`config.mk`:
```
export PLATFORM = sky130hd
export DESIGN_NAME = rr_stream_arbiter
export DESIGN_NICKNAME = d
export VERILOG_FILES = /design/src/rtl/rr_stream_arbiter.sv
export SDC_FILE = /design/constraint.sdc
export NUM_CORES = 1
export LEC_CHECK = 0
export BUFFER_PORTS_ARGS = -buffer_cell sky130_fd_sc_hd__buf_2
export CAP_MARGIN = 20
export CORE_ASPECT_RATIO = 2
export CORE_MARGIN = 8
export CORE_UTILIZATION = 38
export CTS_CLUSTER_DIAMETER = 60
export DETAILED_ROUTE_END_ITERATION = 8
export GPL_TIMING_DRIVEN = 0
export PLACE_DENSITY_LB_ADDON = 0.08
export SLEW_MARGIN = 20
export SYNTH_ARGS = -nofsm -noshare
export SYNTH_HDL_FRONTEND = slang
export SYNTH_HIERARCHICAL = 1
export SYNTH_SLANG_ARGS = --single-unit
```
`constraint.sdc`:
```
create_clock -name clk -period 2.5 [get_ports clk]
set_clock_uncertainty 0.2 [all_clocks]
set_input_delay 0.375 -clock clk [delete_from_list [all_inputs] [get_ports clk]]
set_output_delay 0.375 -clock clk [all_outputs]
set_load 0.02 [all_outputs]
```
`src/rtl/rr_stream_arbiter.sv`:
```
// Packet-aware round-robin merge of NUM_IN valid/ready streams into one
// registered, full-throughput valid/ready output stage.

// Per-source grant decode: a source is ready only when it is the selected
// source, a grant exists and the output stage can take a beat.
module rr_stream_arbiter_lane #(
   parameter int IDX_W = 2,
   parameter int LANE  = 0
) (
   input  logic [IDX_W-1:0] sel,
   input  logic             grant,
   input  logic             stage_rdy,
   output logic             ready
);
   assign ready = stage_rdy && grant && (sel == IDX_W'(LANE));
endmodule

module rr_stream_arbiter #(
   parameter  int NUM_IN     = 4,
   parameter  int DATA_WIDTH = 32,
   localparam int IDX_W      = $clog2(NUM_IN)
) (
   input  logic                         clk,
   input  logic                         rst_n,
   input  logic [NUM_IN*DATA_WIDTH-1:0] in_data,
   input  logic [NUM_IN-1:0]            in_valid,
   input  logic [NUM_IN-1:0]            in_last,
   output logic [NUM_IN-1:0]            in_ready,
   output logic [DATA_WIDTH-1:0]        out_data,
   output logic                         out_valid,
   output logic                         out_last,
   output logic [IDX_W-1:0]             out_src,
   input  logic                         out_ready
);

   typedef enum logic {
      IDLE   = 1'b0,
      LOCKED = 1'b1
   } state_t;

   typedef struct packed {
      logic [DATA_WIDTH-1:0] data;
      logic                  last;
      logic [IDX_W-1:0]      src;
   } beat_t;

   state_t                             state;
   logic [IDX_W-1:0]                   ptr;
   logic [IDX_W-1:0]                   lock_idx;
   logic [IDX_W-1:0]                   scan_idx;
   logic                               scan_hit;
   logic [IDX_W-1:0]                   sel;
   logic [IDX_W-1:0]                   ptr_nxt;
   logic                               grant;
   logic                               stage_rdy;
   logic                               xfer;
   logic [NUM_IN-1:0][DATA_WIDTH-1:0]  lane_data;
   beat_t                              in_beat;
   beat_t                              out_beat;
   logic                               out_vld_q;

   // Index base+k folded back into 0..NUM_IN-1; k never exceeds NUM_IN-1,
   // so one subtraction suffices and non-power-of-two NUM_IN works.
   function automatic logic [IDX_W-1:0] rot_idx(input logic [IDX_W-1:0] base, input int k);
      int sum;
      sum = int'(base) + k;
      if (sum >= NUM_IN) sum = sum - NUM_IN;
      return IDX_W'(sum);
   endfunction

   assign lane_data = in_data;

   // The register can load whenever it is empty or being drained this cycle.
   assign stage_rdy = !out_vld_q || out_ready;

   // Rotating priority scan: first valid source at or after ptr. Walking k
   // downwards lets the closest candidate overwrite farther ones.
   always_comb begin
      scan_hit = 1'b0;
      scan_idx = '0;
      for (int k = NUM_IN - 1; k >= 0; k--) begin
         if (in_valid[rot_idx(ptr, k)]) begin
            scan_hit = 1'b1;
            scan_idx = rot_idx(ptr, k);
         end
      end
   end

   // While locked the owner keeps the grant even if it drops valid, so a
   // stalled packet is never interleaved with another source.
   assign sel     = (state == LOCKED) ? lock_idx : scan_idx;
   assign grant   = (state == LOCKED) || scan_hit;
   assign xfer    = grant && stage_rdy && in_valid[sel];
   assign ptr_nxt = (sel == IDX_W'(NUM_IN - 1)) ? '0 : sel + 1'b1;

   assign in_beat = '{data: lane_data[sel], last: in_last[sel], src: sel};

   for (genvar i = 0; i < NUM_IN; i++) begin : g_lane
      rr_stream_arbiter_lane #(
         .IDX_W (IDX_W),
         .LANE  (i)
      ) u_lane (
         .sel       (sel),
         .grant     (grant),
         .stage_rdy (stage_rdy),
         .ready     (in_ready[i])
      );
   end

   // Lock FSM plus output register; ptr advances only at packet end so
   // fairness is per packet, not per beat.
   always_ff @(posedge clk) begin
      if (!rst_n) begin
         state     <= IDLE;
         ptr       <= '0;
         lock_idx  <= '0;
         out_vld_q <= 1'b0;
         out_beat  <= '0;
      end else if (stage_rdy) begin
         out_vld_q <= xfer;
         if (xfer) begin
            out_beat <= in_beat;
            if (in_beat.last) begin
               state <= IDLE;
               ptr   <= ptr_nxt;
            end else begin
               state    <= LOCKED;
               lock_idx <= sel;
            end
         end
      end
   end

   assign out_valid = out_vld_q;
   assign out_data  = out_beat.data;
   assign out_last  = out_beat.last;
   assign out_src   = out_beat.src;

endmodule

```
==> metrics.yaml <==
run_status:
  status: "finished, violations left"
  violations: "negative setup slack"
clock_network:
  clock-root-buffer: "clkbuf_16"
  cts_buffers: 5
  htreeDepth: 2
  cts_tree: "built"
  cts.path.max_buffers: 2
  hold_buffers: 0
  clock_sinks: 41
  worst_skew_pair.late_latency_ps: 280
  path_clk_slew_ps: 60
sta:
  max_freq_mhz: 397
  tightest_slew_ps: 444
  min_period_over_period_pct: 101
  setup_viol: 29
  max-slew-margin-rel_pct: 70.4
  rsz0062_at_grt: "true"
  layout_min_cycle_time_ps: 2520
  worst_hold_slack_ps: 180
  setup_slack_ps: -21.0
  hold_violations: 0
  finalMaxSlewViolations: 0
critical_path:
  worst-path-max-fanout: 8
  arrival_ps: 2490
  critical_path.endpoint_type: "register"
  cp.required_ps: 2470
  reg2reg_depth: 9
  critical_path_class: "register to register"
  cp-start-kind: "register"
global_route:
  grt-ovfl-total: 0
  grt_use_total_pct: 17.8
  grt_max_degree: 15
  grt_pass1_wl_mm: 14.2
  antenna_found_initial: 0
  grt_pass1_vias: 3059
power_and_ir_drop:
  switchingPower_mw: 2.55
  cellPowerDensity_nw_per_um2: 1400
  combPwrFrac_pct: 68.5
  leakagePower_nw: 2.19
  p_seq_share_pct: 19.7
  clockPowerShare_pct: 11.8
  finalPower_mw: 5.76
  swShare_pct: 44.3
  vdd_drop_max_mv: 0.651
  p_int_mw: 3.21
synth:
  netlist_area_um2: 2660
  netlist_top_cells_area: "dfxtp_1 (31%), mux2i_1 (26%), a32o_1 (12%)"
  synth_area_leader_cell: "dfxtp_1"
  async_flop_share_pct: 0
  syn_avg_cell_area_um2: 8.89
  yosysSeqAreaShare_pct: 30.9
  yosys_register_bits: 41
  synth_top_area_share_pct: 30.9
  synth_fp_nets: 439
  ys_types: 42
  synth_cells: 299
  yosysWarnings: 6
  synth_ff_type: "dfxtp_1"
  synth_edf_count: 0
route:
  drtIter0Drc: 128
  via_per_inst: 5.05
  drt-wirelength-per-cell_um: 16.2
  drtAntennaViolNets: 0
  vias: 2977
  drt-total-wl_mm: 9.54
  first_pass_iters: 4
  drc: 0
floorplan:
  coreArea_um2: 6830
  rows: 43
  die_w_um: 75.1
  die_area_um2: 10100
  start_util_pct: 38.9
  fp.dieH_um: 134
  pin_count: 179
final_layout:
  n_antenna_cell: 0
  area_delta_synth_final_pct: 54.6
  fillers: 697
  layout_commonest_cell: "buf_2"
  drive_above_1_share_pct: 47.3
  layout.nets: 638
  final_cell_mix: "buf_2 (176), nand2_1 (74), mux2i_1 (68), dfxtp_1 (38), a32o_1 (32)"
job:
  drv_cap: 0
placement:
  hpwl_mm: 7.36
  gp_congestion: 0.866
  port_buffers: 178
worst_hold_path:
  hp-class: "primary input to register"
  whs_path_depth: 2
## per-layer routing
layer / wire length [µm] / GRT usage (%) / up-vias
met5: 0 / 0 / -
met4: 102 / 5.50 / 0
met3: 1040 / 7.26 / 8
met2: 4800 / 30.2 / 136
met1: 3590 / 19.0 / 1320
li1: - / - / 1513
## worst max-delay path, cell delays in order, from the launching register on
cell	delay (ps)
dfxtp_4	370
and3b_1	170
a211oi_2	270
o221ai_4	160
buf_6	160
a221o_1	430
nand3_4	160
nor2_4	100
buf_6	160
a32o_1	210
## registers in the layout (all words and copies together), names as in the netlist
signal and flops:
out_valid 1, state 1, lock_idx 2, out_data 32, out_src 2, out_last 1
ptr 2
## logic make-up after synthesis
logic type / after synthesis / share of synthesized area, %
AOI/OAI and AO/OA: 59 / 20.9
adders and majority gates: 1 / 0.471
buffers and inverters: 27 / 4.42
DFF: 41 / 30.9
muxes: 69 / 26.0
and+or+nand+nor: 102 / 17.3
## power by group through the flow
stage          clock [mW]  combinational, mW  sequential (mW)
6_report            0.680               3.94             1.13
2_1_floorplan           0               2.17             1.44
3_3_place_gp            0               3.40             1.13
3_5_place_dp            0               3.39             1.13
4_1_cts             0.696               3.65             1.13
5_1_grt             0.714               4.28             1.17
## timing repair
action                     4_1_cts  5_1_grt
cloned                           0        3
buffers inserted                 7        4
pin swaps                        6       13
hold endpoints to repair         0        0
setup endpoints to repair       41       39
gates resized for setup         26       37
## stage by stage
stage	TNS (ps)	utilization, %	instance area [µm²]	cells	worst slack (ps)
floorplan	0	-	2660	299	56.5
global placement	-13690	53.6	3660	567	-680
detailed placement	-14270	53.6	3660	567	-712
CTS	-1.66	57.9	3960	582	-1.66
global route	-3520	60.2	4110	589	-129
finish	-186	60.2	4110	589	-21.0
## cell type report
| class | count | area (µm²) | area share, % |
|---|---|---|---|
| repair buffers | 192 | 1030 | 25.0 |
| flip-flops and latches | 41 | 830 | 20.2 |
| inverters | 8 | 37.5 | 0.913 |
| clock inverters | 1 | 5.00 | 0.122 |
| clock buffers | 7 | 153 | 3.71 |
| well taps | 90 | 113 | 2.74 |
| multi-input cells | 231 | 1780 | 43.3 |
| plain buffers | 19 | 163 | 3.96 |
## Yosys cell counts (3+ instances only)
cell and count:
nand2_1 75, mux2i_1 69, dfxtp_1 41, a32o_1 32, buf_2 13, inv_1 8, clkbuf_1 6, a21oi_1 5
and2_1 4, a31oi_1 3, nand2b_1 3, nor3_1 3, o21ai_0 3
## final timing paths
kind | startpoint | endpoint | slack (ps)
worst max-delay path | ptr[1]$_SDFFE_PN0P_ | out_data[15]$_SDFFE_PN0P_ | -20
worst min-delay path | rst_n | out_last$_SDFFE_PN0P_ | 180
worst max register to register | ptr[1]$_SDFFE_PN0P_ | out_data[15]$_SDFFE_PN0P_ | -20
worst min register to register | out_data[4]$_SDFFE_PN0P_ | out_data[4]$_SDFFE_PN0P_ | 260
Note: power is estimated with default switching activity, not from simulation.
